[src/rtl/load_store_unit.sv]
// Load/store unit for an RV32I core. It turns byte, half and word accesses
// into whole-word accesses on a single-port word memory. Sub-word stores use
// a read-modify-write sequence. Accesses that are misaligned, use an illegal
// width code or fall outside the decoded range are answered with an error
// and never touch memory.
module load_store_unit #(
  parameter int ADDR_W = 13
) (
  input  logic        clk,
  input  logic        rst_n,
  input  logic        req_valid,
  output logic        req_ready,
  input  logic        req_we,
  input  logic [2:0]  req_funct3,
  input  logic [31:0] req_addr,
  input  logic [31:0] req_wdata,
  output logic        resp_valid,
  output logic [31:0] resp_rdata,
  output logic        resp_err,
  output logic        mem_read,
  output logic        mem_write,
  output logic [31:0] mem_addr,
  output logic [31:0] mem_wdata,
  input  logic [31:0] mem_rdata
);

  typedef enum logic [2:0] {
    IDLE   = 3'd0,
    LOAD   = 3'd1,
    RMW_RD = 3'd2,
    WRITE  = 3'd3,
    RESP   = 3'd4
  } state_t;

  state_t      state_reg;
  logic [31:0] addr_reg;
  logic [31:0] wdata_reg;
  logic [2:0]  funct3_reg;
  logic        err_reg;
  logic [31:0] rdata_reg;
  logic [31:0] merged_reg;

  logic        handshake;
  logic        out_of_range;
  logic        req_err;
  logic [7:0]  byte_lane;
  logic [15:0] half_lane;
  logic [31:0] load_data;
  logic [31:0] merged_word;
  logic [3:0]  lane_sel;
  logic        is_half;

  assign handshake    = req_valid & req_ready;
  assign out_of_range = (req_addr >> ADDR_W) != 32'd0;

  // Classify the incoming request as legal or erroneous
  always_comb begin
    req_err = 1'b0;
    case (req_funct3)
      3'b000:  req_err = 1'b0;
      3'b001:  req_err = req_addr[0];
      3'b010:  req_err = (req_addr[1:0] != 2'b00);
      3'b100:  req_err = req_we;
      3'b101:  req_err = req_we | req_addr[0];
      default: req_err = 1'b1;
    endcase
    if (out_of_range) begin
      req_err = 1'b1;
    end
  end

  // Pick the addressed lane out of the read word and extend it to 32 bits
  always_comb begin
    byte_lane = 8'h00;
    case (addr_reg[1:0])
      2'd0:    byte_lane = mem_rdata[7:0];
      2'd1:    byte_lane = mem_rdata[15:8];
      2'd2:    byte_lane = mem_rdata[23:16];
      default: byte_lane = mem_rdata[31:24];
    endcase
    half_lane = addr_reg[1] ? mem_rdata[31:16] : mem_rdata[15:0];
    case (funct3_reg)
      3'b000:  load_data = {{24{byte_lane[7]}}, byte_lane};
      3'b001:  load_data = {{16{half_lane[15]}}, half_lane};
      3'b100:  load_data = {24'h000000, byte_lane};
      3'b101:  load_data = {16'h0000, half_lane};
      default: load_data = mem_rdata;
    endcase
  end

  // Sub-word store merge: each byte lane takes store data when addressed,
  // otherwise keeps the byte just read from memory
  assign is_half = funct3_reg[0];

  generate
    for (genvar gi = 0; gi < 4; gi++) begin : g_lane
      localparam logic [1:0] LANE = 2'(gi);
      localparam int         OFS  = 8 * (gi % 2);
      assign lane_sel[gi] = is_half ? (addr_reg[1] == LANE[1])
                                    : (addr_reg[1:0] == LANE);
      assign merged_word[8*gi +: 8] = !lane_sel[gi] ? mem_rdata[8*gi +: 8]
                                    : (is_half ? wdata_reg[OFS +: 8] : wdata_reg[7:0]);
    end
  endgenerate

  // Access sequencer: latch request, run memory phase(s), respond once
  always_ff @(posedge clk) begin
    if (!rst_n) begin
      state_reg  <= IDLE;
      addr_reg   <= 32'h0;
      wdata_reg  <= 32'h0;
      funct3_reg <= 3'b000;
      err_reg    <= 1'b0;
      rdata_reg  <= 32'h0;
      merged_reg <= 32'h0;
    end else begin
      case (state_reg)
        IDLE: begin
          if (handshake) begin
            addr_reg   <= req_addr;
            wdata_reg  <= req_wdata;
            funct3_reg <= req_funct3;
            err_reg    <= req_err;
            rdata_reg  <= 32'h0;
            if (req_err) begin
              state_reg <= RESP;
            end else if (!req_we) begin
              state_reg <= LOAD;
            end else if (req_funct3[1:0] == 2'b10) begin
              state_reg <= WRITE;
            end else begin
              state_reg <= RMW_RD;
            end
          end
        end
        LOAD: begin
          rdata_reg <= load_data;
          state_reg <= RESP;
        end
        RMW_RD: begin
          merged_reg <= merged_word;
          state_reg  <= WRITE;
        end
        WRITE: begin
          state_reg <= RESP;
        end
        RESP: begin
          rdata_reg <= 32'h0;
          err_reg   <= 1'b0;
          state_reg <= IDLE;
        end
        default: begin
          state_reg <= IDLE;
        end
      endcase
    end
  end

  // Strobes decode the state and are forced low while reset is held
  assign req_ready  = rst_n & (state_reg == IDLE);
  assign resp_valid = rst_n & (state_reg == RESP);
  assign resp_err   = resp_valid & err_reg;
  assign resp_rdata = resp_valid ? rdata_reg : 32'h0;
  assign mem_read   = rst_n & ((state_reg == LOAD) | (state_reg == RMW_RD));
  assign mem_write  = rst_n & (state_reg == WRITE);
  assign mem_addr   = (mem_read | mem_write) ? {addr_reg[31:2], 2'b00} : 32'h0;
  assign mem_wdata  = !mem_write ? 32'h0 : (funct3_reg[1] ? wdata_reg : merged_reg);

endmodule

[config.mk]
export PLATFORM = sky130hd
export DESIGN_NAME = load_store_unit
export DESIGN_NICKNAME = d
export VERILOG_FILES = /design/src/rtl/load_store_unit.sv
export SDC_FILE = /design/constraint.sdc
export NUM_CORES = 1
export LEC_CHECK = 0
export ABC_AREA = 1
export BUFFER_PORTS_ARGS = -buffer_cell sky130_fd_sc_hd__buf_4
export CAP_MARGIN = 20
export CELL_PAD_IN_SITES_DETAIL_PLACEMENT = 0
export CELL_PAD_IN_SITES_GLOBAL_PLACEMENT = 1
export CORE_MARGIN = 5
export CORE_UTILIZATION = 37
export CTS_BUF_LIST = sky130_fd_sc_hd__clkbuf_4
export DETAILED_ROUTE_END_ITERATION = 10
export PLACE_DENSITY = 0.82
export SLEW_MARGIN = 10
export SYNTH_ARGS = -nofsm -noshare
export SYNTH_HDL_FRONTEND = slang
export SYNTH_SLANG_ARGS = --single-unit
[constraint.sdc]
create_clock -name clk -period 1.54 [get_ports clk]
set_clock_uncertainty 0.05 [all_clocks]
set_input_delay 0.077 -clock clk [delete_from_list [all_inputs] [get_ports clk]]
set_output_delay 0.077 -clock clk [all_outputs]
set_load 0.005 [all_outputs]
==> flow_summary.yaml, run 1 <==
worst_setup_path:
  path_max_fanout: 8
  cp_slowest_cell: "dfxtp_4"
  crit_path_start_kind: "flop"
  critical_path_arrival_ns: 1.78
  crit_chain: "nor2_4, inv_2, buf_6, nand2_4, clkbuf_16, nor2_1, buf_4"
  r2r_start: "state_reg[0]$_SDFFE_PN0P_"
  setup.worst_path.start: "state_reg[1]$_SDFFE_PN0P_"
  crit_type: "flop to output pin"
  reg2regPathDepth: 11
  required_ns: 1.41
  endpoint: "mem_addr[30]"
  reg2reg_to: "rdata_reg[2]$_SDFFE_PN0P_"
  slowest_delay_ns: 0.38
  crit_path_end_kind: "output pin"
  cp.depth: 7
  path_delay_family: "buffers and inverters"
  path_buf_inv: 4
  timing.reg2reg.setup_slack_ns: -0.31
layout:
  fillers: 1704
  drive_gt1_share_pct: 31.66
  layout_commonest_cell: "nand2_1"
  utilization_pct: 61.64
  fin_nets: 1505
  layout_common_cells: "nand2_1, buf_4, inv_1, dfxtp_1, dlygate4sd3_1"
  layoutNonFillerInstCount: 1650
  syn_to_final_growth_pct: 65.24
  multi_input_comb_area_um2: 4046
  regArea_um2: 2711
placed_design:
  place.gp.congestion: 0.8748
  dp_hpwl_um: 16980
  portBuffers: 201
  placedCellCount: 1480
grt:
  gr-total-overflow: 0
  grt_first_pass_wirelength_um: 40940
  antenna_found_initial: 1
  grt_max_degree: 102
  first_global_vias: 7775
  grt.total_usage_pct: 23.52
route:
  vias: 8157
  routed_wl_um: 27310
  wl_met2_um: 13360
  via_per_inst: 4.944
  drc: 0
  drtAntennaViolNets: 0
  drt_iter0_markers: 635
  routed_wire_length_per_instance_um: 16.55
  top_layer_used: "met4"
  firstDrtPassIters: 5
  wl_met1_um: 11770
  met3_length_um: 1440
run:
  max-cap-violations: 0
yosys:
  synth-seq-area-share_pct: 39.12
  synthCells: 1080
  synth_top_area_share_pct: 39.12
  syn_area_per_cell_um2: 6.396
  ys_ff_latch: 135
  synth_area_leaders: "dfxtp_1, nand2_1, a21oi_1"
  synth_warnings: 0
  ys_types: 29
  ys.flop_type: "dfxtp_1"
  synth_area_leader_cell: "dfxtp_1"
  synthArstFlopShare_pct: 0
  synth-edff-count: 0
  netlist_area_um2: 6908
clocking:
  clkTransAtPathRegs_ns: 0.13
  clk_latency_ns: 0.57
  clock_sinks: 135
  htreeDepth: 4
  ctsLongestPathBuffers: 2
  cts_tree: "done"
  clock-root-buffer: "clkbuf_4"
  cts-buffers-inserted: 17
floorplan:
  rows: 50
  coreArea_um2: 18520
  dieArea_um2: 21500
  io_pins: 204
  die_w_um: 146.6
  die_h_um: 146.6
  initial_core_util_pct: 37.30
timing:
  rsz0062_at_grt: "yes"
  clock.fmax_ghz: 0.5242
  fin_crit_sh_pct: 123.9
  worst_slack_ns: -0.3678
  slew_viol_final: 0
  worst_hold_slack_ns: 0.02882
  fin_crit_ns: 1.908
  hold_violations: 0
  fin_setup_tns_ns: -46.06
  setup_viol: 170
hold_path:
  min_path_type: "input pin to flop"
  min_path_cells: 4
outcome:
  violations: "setup timing"
  status: "finished with violations"
pwr:
  ir_drop_v: 0.0004243
  p_per_area_nw_per_um2: 686.2
  p_total_uw: 7832
  p_leak_uw: 0.004998
stage by stage:
| step | worst slack (ns) | instance area [um^2] |
|---|---|---|
| final | -0.3678 | 11410 |
| after global routing | -0.4268 | 11410 |
| after CTS | -0.3522 | 10700 |
| after detailed placement | -0.04425 | 8793 |
| after global placement | 0.006537 | 8793 |
| after floorplan | 0.1447 | 6912 |
power breakdown:
part	switching (uW)	internal, uW
sequential	73.9	3630
combinational	942	778
clock	1450	963
worst min-delay path: stages:
cell,delay [ns]
buf_4,0.13
buf_12,0.22
o21ai_0,0.13
a21oi_1,0.04
cell families after synthesis:
group,after synthesis,synth area share (%)
AND/OR/NAND/NOR,484,28.38
AO/OA/AOI/OAI,244,20.05
buffers and inverters,216,12.39
flip-flops,135,39.12
other,1,0.05429
metal layers:
layer / GRT usage, % / up-vias
met5: 0 / -
li1: - / 4077
met3: 3.849 / 56
met4: 8.749 / 0
met1: 31.22 / 3776
met2: 38.49 / 248
how the worst min path moves through the flow:
stage,endpoint,slack (ns),startpoint
floorplan,wdata_reg[16]$_SDFFE_PN0P_,0.14,req_wdata[16]
global placement,wdata_reg[24]$_SDFFE_PN0P_,0.22,req_wdata[24]
detailed placement,wdata_reg[19]$_SDFFE_PN0P_,0.23,req_wdata[19]
CTS,addr_reg[11]$_SDFFE_PN0P_,0.008,rst_n
global route,addr_reg[11]$_SDFFE_PN0P_,0.02,rst_n
finish,addr_reg[3]$_SDFFE_PN0P_,0.03,rst_n
Yosys cell counts, types with 6 or more instances:
master    instances
buf_1            14
nand2_1         278
nand3_1          64
clkbuf_1         37
nor2_1          125
dfxtp_1         135
inv_1           136
buf_2            18
o21ai_0          62
inv_2             6
a21oi_1         117
o211ai_1         57
cell type report:
class	count	share of cell area, %
clock buffer	17	1.118
clock inverter	15	1.359
antenna	1	0.02192
inverter	142	4.757
multi-input combinational	730	35.45
tap	234	2.565
sequential	135	23.75
timing repair buffer	376	30.98
timing repair:
action / in CTS / in global routing
buffers inserted: 17 / 10
endpoints found under the hold margin: 135 / 0
cloned: 6 / 6
pin swaps: 18 / 12
setup endpoints to repair: 132 / 209
gates resized for setup: 85 / 154
hold buffers: 106 / 0
Note: power is estimated with default switching activity, not from simulation.
==> run 2: changes to the inputs <==
--- a/config.mk
+++ b/config.mk
@@ -7,7 +7,7 @@
 export LEC_CHECK = 0
 export ABC_AREA = 1
 export BUFFER_PORTS_ARGS = -buffer_cell sky130_fd_sc_hd__buf_4
-export CAP_MARGIN = 20
+export CAP_MARGIN = 40
 export CELL_PAD_IN_SITES_DETAIL_PLACEMENT = 0
 export CELL_PAD_IN_SITES_GLOBAL_PLACEMENT = 1
 export CORE_MARGIN = 5
==> constraint.sdc (replaced) <==
create_clock -name clk -period 1.54 [get_ports clk]
set_clock_uncertainty 0.05 [all_clocks]
set_input_delay 0 -clock clk [delete_from_list [all_inputs] [get_ports clk]]
set_output_delay 0 -clock clk [all_outputs]
set_load 0.005 [all_outputs]
==> flow_summary.yaml, run 2 (synthesized netlist as in run 1, its figures left out) <==
outcome:
  status: "finished with violations"
  violations: "hold timing, setup timing"
grt:
  grt.total_usage_pct: 23.56
  grt_first_pass_wirelength_um: 40930
  first_global_vias: 7877
  gr-total-overflow: 0
  antenna_found_initial: 1
  grt_max_degree: 102
clocking:
  cts_tree: "done"
  cts_hold_buf: 102
  clk_latency_ns: 0.57
  ctsLongestPathBuffers: 2
  clkTransAtPathRegs_ns: 0.11
  clock-root-buffer: "clkbuf_4"
  htreeDepth: 4
  clock_sinks: 135
  cts-buffers-inserted: 17
floorplan:
  die_h_um: 146.6
  dieArea_um2: 21500
  rows: 50
  initial_core_util_pct: 37.30
  io_pins: 204
  die_w_um: 146.6
  coreArea_um2: 18520
timing:
  worst_slack_ns: -0.3540
  fin_setup_tns_ns: -41.50
  clock.fmax_ghz: 0.5280
  rsz0062_at_grt: "yes"
  setup_viol: 195
  fin_crit_sh_pct: 123.0
  worst_hold_slack_ns: -0.1036
  hold_violations: 30
  fin_crit_ns: 1.894
  worstMarginPinSlew_ns: 0.5590
  slew_viol_final: 0
  slew_headroom_pct: 62.73
placed_design:
  place_ws_ns: -0.03001
  place.gp.congestion: 0.8848
  dp_hpwl_um: 16690
  portBuffers: 201
  postPlaceCellArea_um2: 8753
pwr:
  p_total_uw: 7750
  p_leak_uw: 0.005053
  ir_drop_v: 0.0004355
  p_per_area_nw_per_um2: 654.2
layout:
  layout_commonest_cell: "nand2_1"
  syn_to_final_growth_pct: 71.51
  layout_common_cells: "nand2_1, buf_4, inv_1, dfxtp_1, dlygate4sd3_1"
  utilization_pct: 63.98
  drive_gt1_share_pct: 33.57
  fin_nets: 1493
  design_area_um2: 11850
route:
  via_per_inst: 5.091
  routed_wl_um: 27920
  firstDrtPassIters: 5
  drc: 0
  drtAntennaViolNets: 0
  drt_iter0_markers: 755
  routed_wire_length_per_instance_um: 17.05
  vias: 8339
worst_setup_path:
  crit_path_start_kind: "flop"
  required_ns: 1.49
  r2r_start: "state_reg[1]$_SDFFE_PN0P_"
  reg2regPathDepth: 11
  path_max_fanout: 8
  crit_path_end_kind: "output pin"
  critical_path_arrival_ns: 1.84
  reg2reg_to: "rdata_reg[28]$_SDFFE_PN0P_"
  crit_type: "flop to output pin"
  timing.reg2reg.setup_slack_ns: -0.30
run:
  max-cap-violations: 0
hold_path:
  holdPathEnd: "state_reg[2]$_SDFFE_PN0P_"
  min_path_type: "input pin to flop"
  min_path_cells: 4
  worstHoldStart: "rst_n"
## run 2: cell count changes in the layout (fill, tap and decap cells not counted), moves of 6 or more
cell     before  now
buf_4       218  178
nor2_4        7   31
buf_16        2    9
nand2_2      18    6
a21oi_1      59   52
nand2_4      21   33
nor2_1      101   78
buf_6        30   54
o21ai_0      56   62
## run 2: report_power, final
| part | internal (uW) | switching, uW | total (uW) | leakage (uW) |
|---|---|---|---|---|
| Combinational | 721 | 953 | 1670 | 0.00381 |
| Clock | 981 | 1390 | 2380 | 0.000136 |
| Sequential | 3630 | 73.4 | 3700 | 0.00110 |
## run 2: layout make-up
cell class / instances / area [um^2]
Fill cell: 1625 / 6670
Multi-Input combinational cell: 730 / 4355
Timing Repair Buffer: 364 / 3654
Sequential cell: 135 / 2715
Inverter: 142 / 553.0
Tap cell: 234 / 292.8
Clock buffer: 19 / 142.6
Clock inverter: 13 / 132.6
Antenna cell: 1 / 2.502
## run 2: routing by layer
layer	GRT usage, %	part of all wire, %	vias up
li1	-	-	4067
met1	31.09	42	3874
met2	38.00	50	333
met3	4.097	5.5	65
met4	9.972	3.3	0
met5	0	0	-
## run 2: stage by stage
step	instances	hold slack (ns)
after floorplan	1081	0.06046
after global placement	1473	0.1468
after detailed placement	1473	0.1483
after CTS	1620	-0.09480
after global routing	1638	-0.06622
final	1638	-0.1036
## run 2: what timing repair did
item,in CTS,in global routing
hold endpoints to repair,135,55
buffers inserted,4,7
endpoints found under the setup margin,155,206
resized for setup,132,203
cloned,9,10
pin swaps,2,36
## run 2: worst max-delay path, cell delays in order, from the launching register on
cell	delay, ns
dfxtp_4	0.40
nor2_4	0.27
nand2_8	0.15
buf_16	0.19
a21oi_4	0.14
buf_6	0.11
## run 2: worst max-delay path by stage
stage / cells after the start / start / slack (ns) / to
5_1_grt: 6 / state_reg[2]$_SDFFE_PN0P_ / -0.47 / resp_rdata[8]
6_report: 5 / state_reg[2]$_SDFFE_PN0P_ / -0.35 / mem_wdata[31]
2_1_floorplan: 8 / funct3_reg[0]$_SDFFE_PN0P_ / 0.14 / rdata_reg[21]$_SDFFE_PN0P_
3_3_place_gp: 6 / state_reg[2]$_SDFFE_PN0P_ / -0.003 / wdata_reg[28]$_SDFFE_PN0P_
3_5_place_dp: 6 / state_reg[2]$_SDFFE_PN0P_ / -0.03 / wdata_reg[28]$_SDFFE_PN0P_
4_1_cts: 7 / state_reg[1]$_SDFFE_PN0P_ / -0.35 / resp_rdata[8]
